File: src/rtl/alu_cmd_sequencer.sv
// alu_cmd_sequencer: valid/ready command sequencer in front of an 8-bit combinational ALU
// Ports:
//   clk, rst_n                    clock, asynchronous active-low reset
//   cmd_valid/cmd_ready           command handshake; cmd_opcode, cmd_a, cmd_b, cmd_use_acc carry the command
//   acc_clear                     zeroes the accumulator on the next edge, wins over a capture
//   alu_in_a/alu_in_b/alu_opcode  operands and opcode to the ALU (opcode is 0 outside ISSUE)
//   alu_out/alu_zero/alu_carry    ALU result, captured after SETTLE cycles
//   rsp_valid/rsp_ready           response handshake; rsp_data, rsp_zero, rsp_carry, rsp_illegal carry the result
//   acc, op_count, err_count      accumulator and saturating legal-op and illegal-op counters
module alu_cmd_sequencer #(
    parameter int SETTLE = 1,
    parameter int CNT_W  = 16
) (
    input  logic             clk,
    input  logic             rst_n,
    input  logic             cmd_valid,
    output logic             cmd_ready,
    input  logic [3:0]       cmd_opcode,
    input  logic [7:0]       cmd_a,
    input  logic [7:0]       cmd_b,
    input  logic             cmd_use_acc,
    input  logic             acc_clear,
    output logic [7:0]       alu_in_a,
    output logic [7:0]       alu_in_b,
    output logic [3:0]       alu_opcode,
    input  logic [7:0]       alu_out,
    input  logic             alu_zero,
    input  logic             alu_carry,
    output logic             rsp_valid,
    input  logic             rsp_ready,
    output logic [7:0]       rsp_data,
    output logic             rsp_zero,
    output logic             rsp_carry,
    output logic             rsp_illegal,
    output logic [7:0]       acc,
    output logic [CNT_W-1:0] op_count,
    output logic [CNT_W-1:0] err_count
);
    typedef enum logic [1:0] {IDLE, ISSUE, RESP} state_t;
    state_t state, next;
    logic [3:0] cnt, op_q;
    logic accept, capture, legal;
    // gating with rst_n keeps cmd_ready low for the whole reset window
    assign cmd_ready  = rst_n && state == IDLE;
    assign accept     = cmd_valid && cmd_ready;
    assign capture    = state == ISSUE && cnt == 4'd0;
    assign legal      = op_q != 4'd0 && op_q <= 4'd11;
    assign rsp_valid  = state == RESP;
    assign alu_opcode = state == ISSUE ? op_q : 4'd0;
    always_comb begin
        next = state;
        if (accept)
            next = ISSUE;
        else if (capture)
            next = RESP;
        else if (state == RESP && rsp_ready)
            next = IDLE;
    end
    always_ff @(posedge clk or negedge rst_n) begin
        if (!rst_n)
            state <= IDLE;
        else
            state <= next;
    end
    always_ff @(posedge clk or negedge rst_n) begin
        if (!rst_n) begin
            cnt         <= 4'd0;
            op_q        <= 4'd0;
            alu_in_a    <= 8'd0;
            alu_in_b    <= 8'd0;
            rsp_data    <= 8'd0;
            rsp_zero    <= 1'b0;
            rsp_carry   <= 1'b0;
            rsp_illegal <= 1'b0;
            acc         <= 8'd0;
            op_count    <= '0;
            err_count   <= '0;
        end else begin
            if (accept) begin
                alu_in_a <= cmd_use_acc ? acc : cmd_a;
                alu_in_b <= cmd_b;
                op_q     <= cmd_opcode;
                cnt      <= 4'(SETTLE - 1);
            end else if (state == ISSUE && cnt != 4'd0) begin
                cnt <= cnt - 4'd1;
            end
            if (capture) begin
                rsp_data    <= legal ? alu_out : 8'd0;
                rsp_zero    <= legal ? alu_zero : 1'b1;
                rsp_carry   <= legal && alu_carry;
                rsp_illegal <= !legal;
                if (legal && op_count != '1)
                    op_count <= op_count + 1'b1;
                if (!legal && err_count != '1)
                    err_count <= err_count + 1'b1;
            end
            if (acc_clear)
                acc <= 8'd0;
            else if (capture && legal)
                acc <= alu_out;
        end
    end
endmodule

File: config.mk
export PLATFORM = sky130hd
export DESIGN_NAME = alu_cmd_sequencer
export DESIGN_NICKNAME = d
export VERILOG_FILES = /design/src/rtl/alu_cmd_sequencer.sv
export SDC_FILE = /design/constraint.sdc
export NUM_CORES = 1
export LEC_CHECK = 0
export CAP_MARGIN = 20
export CORE_ASPECT_RATIO = 0.6
export CORE_MARGIN = 4
export CORE_UTILIZATION = 46
export DETAILED_ROUTE_END_ITERATION = 8
export GPL_ROUTABILITY_DRIVEN = 0
export PLACE_DENSITY_LB_ADDON = 0.12
export RECOVER_POWER = 100
export SETUP_SLACK_MARGIN = 0.2
export SYNTH_ARGS = -nofsm -noshare
export SYNTH_HDL_FRONTEND = slang
export SYNTH_SLANG_ARGS = --single-unit
File: constraint.sdc
create_clock -name clk -period 2.4 [get_ports clk]
set_clock_uncertainty 0.1 [all_clocks]
set_input_delay 0.48 -clock clk [delete_from_list [all_inputs] [get_ports clk]]
set_output_delay 0.48 -clock clk [all_outputs]
set_load 0.005 [all_outputs]
Yosys cells after proc, flatten, opt, wreduce, memory -nomap -nowiden
Cells that the tools add are included.

Add/subtract/negate cells: 3. Reduce and logical (&&, ||, !) cells: 20. Mux-type cells: 11. Magnitude comparators: 1. Equality and inequality tests: 4.

Operator list (count): $add A16 B1 Y16 const B (2); $mux W8 (4); $ne A16 B16 Y1 const B (2); $mux W4 (3); $logic_and A1 B1 Y1 (10); $reduce_bool A4 Y1 (2); $mux W2 (3); $le A4 B4 Y1 const B (1); $logic_not A4 Y1 (1); $reduce_and A2 Y1 (2); $reduce_bool A2 Y1 (2); $sub A4 B1 Y4 const B (1); $reduce_bool A3 Y1 (1); $eq A2 B1 Y1 const B (1); $eq A2 B2 Y1 const B (1); $logic_not A2 Y1 (1); $logic_not A1 Y1 (1); $mux W1 (1).

Word-level logic and storage cells: 51. Output and inout port bits: 73. Flip-flop bits (word level): 77.

Logic depth before layout (Yosys ltp)
Gate-level depths: netlist (run 1).

Word-level depth: 5. Depth in mapped cells: 8. Mapped depth without buffers: 7.

Least setup slack after synthesis (run 1)
Ideal clock, no wire load.

Kind: register -> register. Start point: register cnt[0]. End point: register op_count[15]. Cell stages (with the launch flop): 8. Clock period less this slack: 2.092 ns. Arrival: 1.869 ns. Buffers on the path: 0. Setup slack: 0.308 ns. Path through: dfrtp_1 inv_1 ha_1 nor3b_4 nand4_1 a211o_1 or4b_1 xnor2_1.

Word-level cells in the longest chain between the ends: 3.

RTL lines: start, declared (RTL line 41) `logic [3:0] cnt, op_q;`; start signal, assigned (RTL line 83) `cnt <= 4'(SETTLE - 1);`; start signal, assigned (RTL line 85) `cnt <= cnt - 4'd1;`; $logic_not A4 Y1 (RTL line 46) `assign capture = state == ISSUE && cnt == 4'd0;`; $logic_and A1 B1 Y1 (RTL line 46); $reduce_and A2 Y1 (no line); end signal, assigned (RTL line 93) `op_count <= op_count + 1'b1;`; end, declared (RTL line 36) `output logic [CNT_W-1:0] op_count,`.

Every way passes these cells. A chain may end at the register's enable or synchronous reset.

Worst setup path after layout (run 1)
Ends and elaborated chain as after synthesis.

==> results.txt, run 1 <==
- During placement, the flow inserted port buffers numbering 108.
- Clock-pin slew was measured on the worst setup and hold paths at 0.06 ns.
* Cell at the slowest stage of the critical path: sky130_fd_sc_hd__or4b_4
- After detailed routing, the average wire length per cell comes to 16.7 um.
* Htree depth: 3
* Source of the critical timing path: cnt[0]
- Vias: 2667
* Antenna violations before repair: 0
- Number of violations of the max-capacitance limit: 1
- Combinational Power Share: 0.345
- Reg-to-reg critical path startpoint: cnt[0]
- Met1 track utilization from global routing: 0.270
- Total wire length: 8590 um
* Synthesized instance count: 301
- Top-level I/O count: 109
- For this design, the sink count on the clock tree is 77.
- Of all nets on the critical path, the largest fanout is 3.
- The number of clock buffers added by TritonCTS is 9.
* Slew of the pin with the lowest slew margin: 1.69 ns
* Via density per instance: 5.19
- Summed over all cells, the static leakage comes to 0.00229 uW.
- Most frequent standard cell in the layout excluding fill and tap cells: sky130_fd_sc_hd__dfrtp_1
* Number of antenna-violating nets in the routed design: 0
- The average instance in the mapped netlist occupies 11.2 um2.
- Most used routing layer in global routing: met2
- Compared with the post-synthesis result, the final layout area differs by 45.4%.
- The synthesized design contains 77 register bits.
- The path class of the tightest hold or removal check is reg2reg.
- After global routing the overflow that remains totals 0.
* First-pass GRT wire length: 14200 um
- After detailed routing, the number of remaining DRC violations is 0.
- The critical path goes through inv_1, ha_4, nor3b_4, nand4_1, a211o_1, or4b_4, xnor2_1.
- Synth Flop Type: sky130_fd_sc_hd__dfrtp_1
- Depth of the most critical reg-to-reg path: 7
- TritonCTS built the clock tree.
- Of the total power, registers draw 0.409.
- Yosys printed 0 warnings.
- Part of the Yosys area used for sequential elements: 0.574
* Max-slew violations: 78
* Type of element launching the critical path: flop
- The completed layout was analyzed and its total power is 4790 uW.
- Total Neg Setup Slack: 0 ns
- At the worst endpoint, the arrival time is 2.37 ns.
* Vias in the first global route: 2760
- Shortest period the worst path allows: 2.25 ns
- Count of final hold-check violations: 0
- Measured against its own limit, the worst slew margin works out to -0.127.
* Vert. Die Dim: 74.2 um
- Run status: complete, but fails checks
- Setup slack of the most critical reg-to-reg path: 0.15 ns
- Max rail drop VDD: 0.593 mV
* Power density of the placed cells: 982 nW/um2
- The clock passes through at most 2 buffers.
- Summed over all nets, the half-perimeter wirelength after detailed placement is 6090 um.
- At the later pin of the worst-skew pair, clock insertion delay measures 0.33 ns.
* RR Endpoint: op_count[15]
* Starting density of the core: 0.488
- Core Region: 6880 um2
- In the finished design, the share of the clock period the worst path needs comes to 0.939.
- CTS placed an instance of sky130_fd_sc_hd__clkbuf_16 at the clock tree root.
* Fraction of met3 tracks used by global routing: 0.0813
- The critical path is of the reg2reg type.
- The die covers 8780 um2.
- Hold Buf Count CTS: 0
* Finish-stage setup viols: 0
- Post-synthesis cell type count: 39
- GR Util met2: 0.330
- Number of diodes: 0
- Delay contributed by the slowest stage of the critical path: 0.49 ns
- In the post-route analysis, the smallest setup slack over all paths is 0.146 ns.
* Worst Setup EP: op_count[15]
- The floorplan has 23 rows.
- The detailed router finished its first iteration with 123 violations.
- The checks that failed: capacitance limit, slew limit.
* Data required, critical path: 2.51 ns
* Net Switching: 1470 uW
* Post-synth net total: 340
* Total routing usage reported by global routing: 0.210
- In the final layout, the share of cells above drive strength 1 is 0.136.
- Proportion of power drawn by the clock network: 0.246
* P_int: 3330 uW
- Proportion of synthesized flip-flops having asynchronous set or reset: 1.00
- The worst setup path is captured at a flop.
* Switching portion of total power: 0.306
* Number of flops mapped to enable cells by yosys: 0
- Commonest non-fill, non-tap cells in the layout: sky130_fd_sc_hd__dfrtp_1 (77), sky130_fd_sc_hd__dlygate4sd3_1 (67), sky130_fd_sc_hd__nand2_1 (46)
- First drt pass iteration count: 4
- Entering global routing, the biggest net connects 78 pins.
- Width of the die: 118 um
* RSZ-0062 raised after global routing: true
- The final layout contains 461 nets.
- Prior to clock tree synthesis, the placed netlist has a worst setup slack of 0.122 ns.
- At the end of the flow the core is filled with cells to 0.710.
- Fmax: 444 MHz
- The cell area that synthesis handed to floorplanning was 3360 um2.
layer usage:
layer	vias to the layer above	part of all wire
met5	-	0
met4	0	0.012
met3	13	0.082
met2	90	0.46
met1	1292	0.45
li1	1272	-
what timing repair did:
action / 4_1_cts / 5_1_grt
buffers inserted: 4 / 2
gates resized for setup: 5 / 12
endpoints found under the setup margin: 9 / 18
pin swaps: 2 / 2
worst min path at each step:
stage | from | to | slack (ns) | cells after the start
after floorplan | rst_n | acc[0] | 0.08 | 0
after global placement | rsp_data[3] | rsp_data[3] | 0.35 | 2
after global routing | rsp_data[7] | rsp_data[7] | 0.41 | 2
final | rsp_data[0] | rsp_data[0] | 0.36 | 2
after CTS | rst_n | op_q[1] | 0.34 | 2
after detailed placement | rsp_data[0] | rsp_data[0] | 0.36 | 2
per-stage QoR:
step / cell area, um2 / hold slack, ns / cells
after CTS: 4830 / 0.338 / 512
final: 4880 / 0.359 / 514
after detailed placement: 4550 / 0.359 / 492
after global routing: 4880 / 0.406 / 514
after floorplan: 3360 / 0.0844 / 301
after global placement: 4550 / 0.352 / 492
critical path, delay by kind of cell, from the launching register on:
kind                       cells  cell delay, ns
AOI/OAI and AO/OA              1            0.33
and+or+nand+nor                3            0.92
adders and majority gates      1            0.16
xor gates and xnor gates       1            0.13
DFF                            1            0.38
buffers and inverters          1            0.12
registers in the layout, summed over array words and instances, names as in the netlist:
| register | flops |
|---|---|
| alu_in_b | 8 |
| err_count | 16 |
| state | 2 |
| acc | 8 |
| rsp_carry | 1 |
| rsp_illegal | 1 |
| cnt | 4 |
| alu_in_a | 8 |
| op_q | 4 |
| op_count | 16 |
| rsp_data | 8 |
| rsp_zero | 1 |
layout make-up:
cell class                 instances  area (um2)
timing repair buffer             122        1170
fill                             538        1990
clock buffer                      14         244
sequential                        77        1930
inverter                           5        18.8
clock inverter                     2        10.0
multi-input combinational        207        1400
tap                               87         109
power groups by stage:
stage,Combinational [uW],Clock [uW],Sequential [uW]
after detailed placement,1710,0,1990
after global placement,1670,0,1970
final,1650,1180,1960
after CTS,1740,1210,1980
after floorplan,748,0,1960
after global routing,1840,1280,2020
cell families (layout without fill, tap and decap cells):
| kind of cell | count (synthesis) | count (layout) | share of synthesized area |
|---|---|---|---|
| simple gates | 123 | 123 | 0.186 |
| fa+ha+maj | 3 | 3 | 0.0112 |
| buf+inv | 17 | 143 | 0.0238 |
| xor+xnor | 33 | 33 | 0.0860 |
| flops | 77 | 77 | 0.574 |
| mux | 22 | 22 | 0.0708 |
| compound gates | 26 | 26 | 0.0488 |
Yosys cell counts (2+ instances only):
library cell               instances  area [um2]
sky130_fd_sc_hd__nor2b_1           2        12.5
sky130_fd_sc_hd__dfrtp_1          77        1930
sky130_fd_sc_hd__nand2_1          46         173
sky130_fd_sc_hd__ha_1              3        37.5
sky130_fd_sc_hd__nand4_1          12        75.1
sky130_fd_sc_hd__and4_2            2        20.0
sky130_fd_sc_hd__inv_1             5        18.8
sky130_fd_sc_hd__nor2_1           22        82.6
sky130_fd_sc_hd__xnor2_1          25         219
sky130_fd_sc_hd__and3_1            6        37.5
sky130_fd_sc_hd__nor3_1            4        20.0
sky130_fd_sc_hd__and2_2            2        15.0
sky130_fd_sc_hd__and3_2            2        15.0
sky130_fd_sc_hd__nand3_1          11        55.1
sky130_fd_sc_hd__xor2_1            8        70.1
sky130_fd_sc_hd__clkbuf_1          7        26.3
sky130_fd_sc_hd__a21oi_1          20         100
sky130_fd_sc_hd__mux2_2           14         158
sky130_fd_sc_hd__and2_1            4        25.0
sky130_fd_sc_hd__mux2i_1           8        80.1
sky130_fd_sc_hd__buf_1             2        7.51
sky130_fd_sc_hd__buf_6             2        22.5
Note: power is estimated with default switching activity, not from simulation.
==> run 2: changes to the inputs <==
--- a/config.mk
+++ b/config.mk
@@ -16,2 +16,3 @@
 export SETUP_SLACK_MARGIN = 0.2
+export SKIP_LAST_GASP = 1
 export SYNTH_ARGS = -nofsm -noshare
--- a/constraint.sdc
+++ b/constraint.sdc
@@ -4,2 +4,2 @@
 set_output_delay 0.48 -clock clk [all_outputs]
-set_load 0.005 [all_outputs]
+set_load 0.02 [all_outputs]
==> run 2 against run 1 <==
Effect of this change:
- the run still ends with capacitance limit, slew limit left
- utilization is 0.25 points lower
- cell count is 0.39% lower
- routed wire length is 2.5% lower
- cell area is 0.36% lower
- highest routed layer unchanged
==> results.txt, run 2 (same netlist as run 1, synthesis figures left out) <==
- Total grt overflow: 0 (unchanged)
- Number of CTS-inserted buffers: 9 (unchanged)
- Shortest period the worst path allows: 2.23 ns (-0.0272 ns)
- Vias in the first global route: 2720 (-1.4%)
- On the critical path, the stage with the largest delay is an instance of sky130_fd_sc_hd__dfrtp_2.
- Most frequent standard cell in the layout excluding fill and tap cells: sky130_fd_sc_hd__dfrtp_1
- Failing checks: capacitance limit, slew limit
- Share of total power in sequential cells: 0.367 (-0.042)
- The cell-internal power is 3480 uW (+4.7%).
- The starting density of the core came to 0.488 (unchanged).
- The root buffer cell chosen for the clock tree is sky130_fd_sc_hd__clkbuf_16.
* Number of DRC violations after detailed routing: 0 (unchanged)
- The detailed placer's ending HPWL came to 6070 um (-0.32%).
- RSZ-0062 raised after global routing: true
- Total power of the final layout: 5330 uW (+11%)
- Data required, critical path: 1.82 ns (-0.69 ns)
* Total Neg Setup Slack: 0 ns (unchanged)
* Worst Hold Class: reg2reg
* Delay contributed by the slowest stage of the critical path: 0.43 ns (-0.06 ns)
* Total routing usage reported by global routing: 0.203 (-0.00699)
- Depth of the most critical reg-to-reg path: 7 (unchanged)
- The vertical die dimension came to 74.2 um (unchanged).
- Clock insertion delay at the later pin of the skew report: 0.33 ns (about the same)
- Slew of the pin with the lowest slew margin: 1.66 ns (-0.0275 ns)
* Switching portion of total power: 0.347 (+0.0406)
- The routed wire length came to 8370 um (-2.5%).
* Antenna violations before repair: 0 (unchanged)
* Number of antenna-violating nets in the routed design: 0 (unchanged)
* Hold Path Cell Cnt: 2 (unchanged)
- The total of fill cells in the finished design came to 535 (-0.56%).
* Avg WL per Cell: 16.3 um (-2.1%)
- TritonCTS built the clock tree.
- The die span in x was 118 um (unchanged).
* Static leakage: 0.00230 uW (+0.31%)
- Relative to the synthesized area, the layout overhead comes to 44.9%.
- Top-level I/O count: 109 (unchanged)
- IO Port Bufs: 108 (unchanged)
- Power density of the placed cells: 1100 nW/um2 (+12%)
* Number of diodes: 0 (unchanged)
- The reg2reg setup slack came to 0.20 ns (+0.05 ns).
* Pin count of the biggest net entering global routing: 78 (unchanged)
* Number of rows created at floorplan: 23 (unchanged)
- Cells along the critical path: nor2b_1, clkbuf_2, and2_2, clkdlybuf4s25_1
- The top cell types in the final layout, fill and taps aside, are sky130_fd_sc_hd__dfrtp_1 (76), sky130_fd_sc_hd__dlygate4sd3_1 (69), sky130_fd_sc_hd__nand2_1 (46).
* Count of final hold-check violations: 0 (unchanged)
- Combinational Power Share: 0.369 (+0.024)
- The area of the placeable core was 6880 um2 (unchanged).
* First drt pass iteration count: 4 (unchanged)
- Remaining max-slew budget at the tightest pin: -0.109 (+0.0183)
- Max rail drop VDD: 0.708 mV (+19%)
* Maximum root-to-sink buffer count: 2 (unchanged)
* NumNets Final: 459 (-0.43%)
* Vias: 2636 (-1.2%)
- The multi-input logic area is 1360 um2 (-3.3%).
- Sink of the worst hold path: rsp_data[5]
- In the final layout, the registers with the most flip-flops are err_count: 16 flops, op_count: 16 flops.
- The top achievable clock speed was 449 MHz (+1.2%).
- First-pass GRT wire length: 13700 um (-3.4%)
- STA classifies the critical path startpoint as a flop.
* Net Switching: 1850 uW (+26%)
- Clock sink count: 77 (unchanged)
- The ratio of cells with drive above 1 in the final layout is 0.120 (-0.0158).
- Critical-path maximum fanout: 11 (+8)
* Final non-filler cell total: 512 (-0.39%)
- In this run the most critical hold path is launched from rsp_data[5].
- The flow ran to the end, but the final reports show violations.
* Fraction of the cycle the final worst path needs: 0.928 (-0.0113)
- The final setup violation count is 0 (unchanged).
- The worst register-to-register path begins at cnt[0].
- Nature of the critical path endpoint: output pin
- The endpoint identified for the worst register-to-register timing path is acc[3].
* Via density per instance: 5.15 (-0.78%)
- Max-slew violations: 78 (unchanged)
- The critical path is of the reg2out type.
* Htree depth: 3 (unchanged)
- Area used by sequential logic in the layout: 1930 um2 (about the same)
* DR iter-0 viols: 137 (+11%)
* Proportion of power drawn by the clock network: 0.265 (+0.019)
- Number of violations of the max-capacitance limit: 1 (unchanged)
* Clock-pin slew reported for the worst setup and hold paths after clock tree synthesis: 0.06 ns (about the same)
- The cell count after placement is 492 (unchanged).
- Critical Path AT: 1.65 ns (-0.72 ns)
- The full die area was 8780 um2 (unchanged).
[run 2: worst max path at each step]
stage,slack (ns),to,cells after the start,from
floorplan,0.30,op_count[15],7,cnt[0]
global placement,0.25,err_count[1],5,op_q[0]
detailed placement,0.16,op_count[1],7,cnt[0]
CTS,0.22,op_count[15],7,cnt[0]
global route,0.09,state[0],2,rst_n
finish,0.17,alu_opcode[0],4,state[0]
[run 2: per-stage QoR]
step                      hold WS [ns]  instance area [um2]   util  setup slack, ns
after floorplan                 0.0844                 3360      -            0.302
after global placement           0.349                 4550  0.662            0.246
after detailed placement         0.360                 4550  0.662            0.163
after CTS                        0.337                 4880  0.709            0.221
after global routing             0.390                 4870  0.708           0.0853
final                            0.363                 4870  0.708            0.173
[run 2: critical path: cells and delay by family (launching register included)]
family / cells / cell delay, ns
flops: 1 / 0.43
buf+inv: 2 / 0.53
simple gates: 2 / 0.35
[run 2: power by group through the flow]
stage	Clock (uW)	Combinational (uW)	Sequential, uW
finish	1410	1970	1950
global route	1490	2140	2020
CTS	1430	2110	1970
detailed placement	0	2110	1990
global placement	0	2070	1960
floorplan	0	799	2290
[run 2: timing repair]
item | CTS | global route
hold buffers | 0 | 0
setup buffers | 2 | 1
gates resized for setup | 9 | 5
pin swaps | 2 | 1
hold endpoints to repair | 0 | 0
gates cloned | 0 | 1
endpoints found under the setup margin | 9 | 15
[run 2: layer usage]
| metal | wire, um | track usage | up-vias |
|---|---|---|---|
| met3 | 684 | 0.0927 | 9 |
| met5 | 0 | 0 | - |
| met4 | 87 | 0.0610 | 0 |
| met2 | 3700 | 0.323 | 74 |
| li1 | - | - | 1270 |
| met1 | 3900 | 0.253 | 1283 |
[run 2: cell type report]
cell class | instances | area share
Clock buffer | 11 | 0.0478
Clock inverter | 5 | 0.0154
Inverter | 5 | 0.00386
Multi-Input combinational cell | 207 | 0.279
Sequential cell | 77 | 0.396
Tap cell | 87 | 0.0224
Timing Repair Buffer | 120 | 0.236
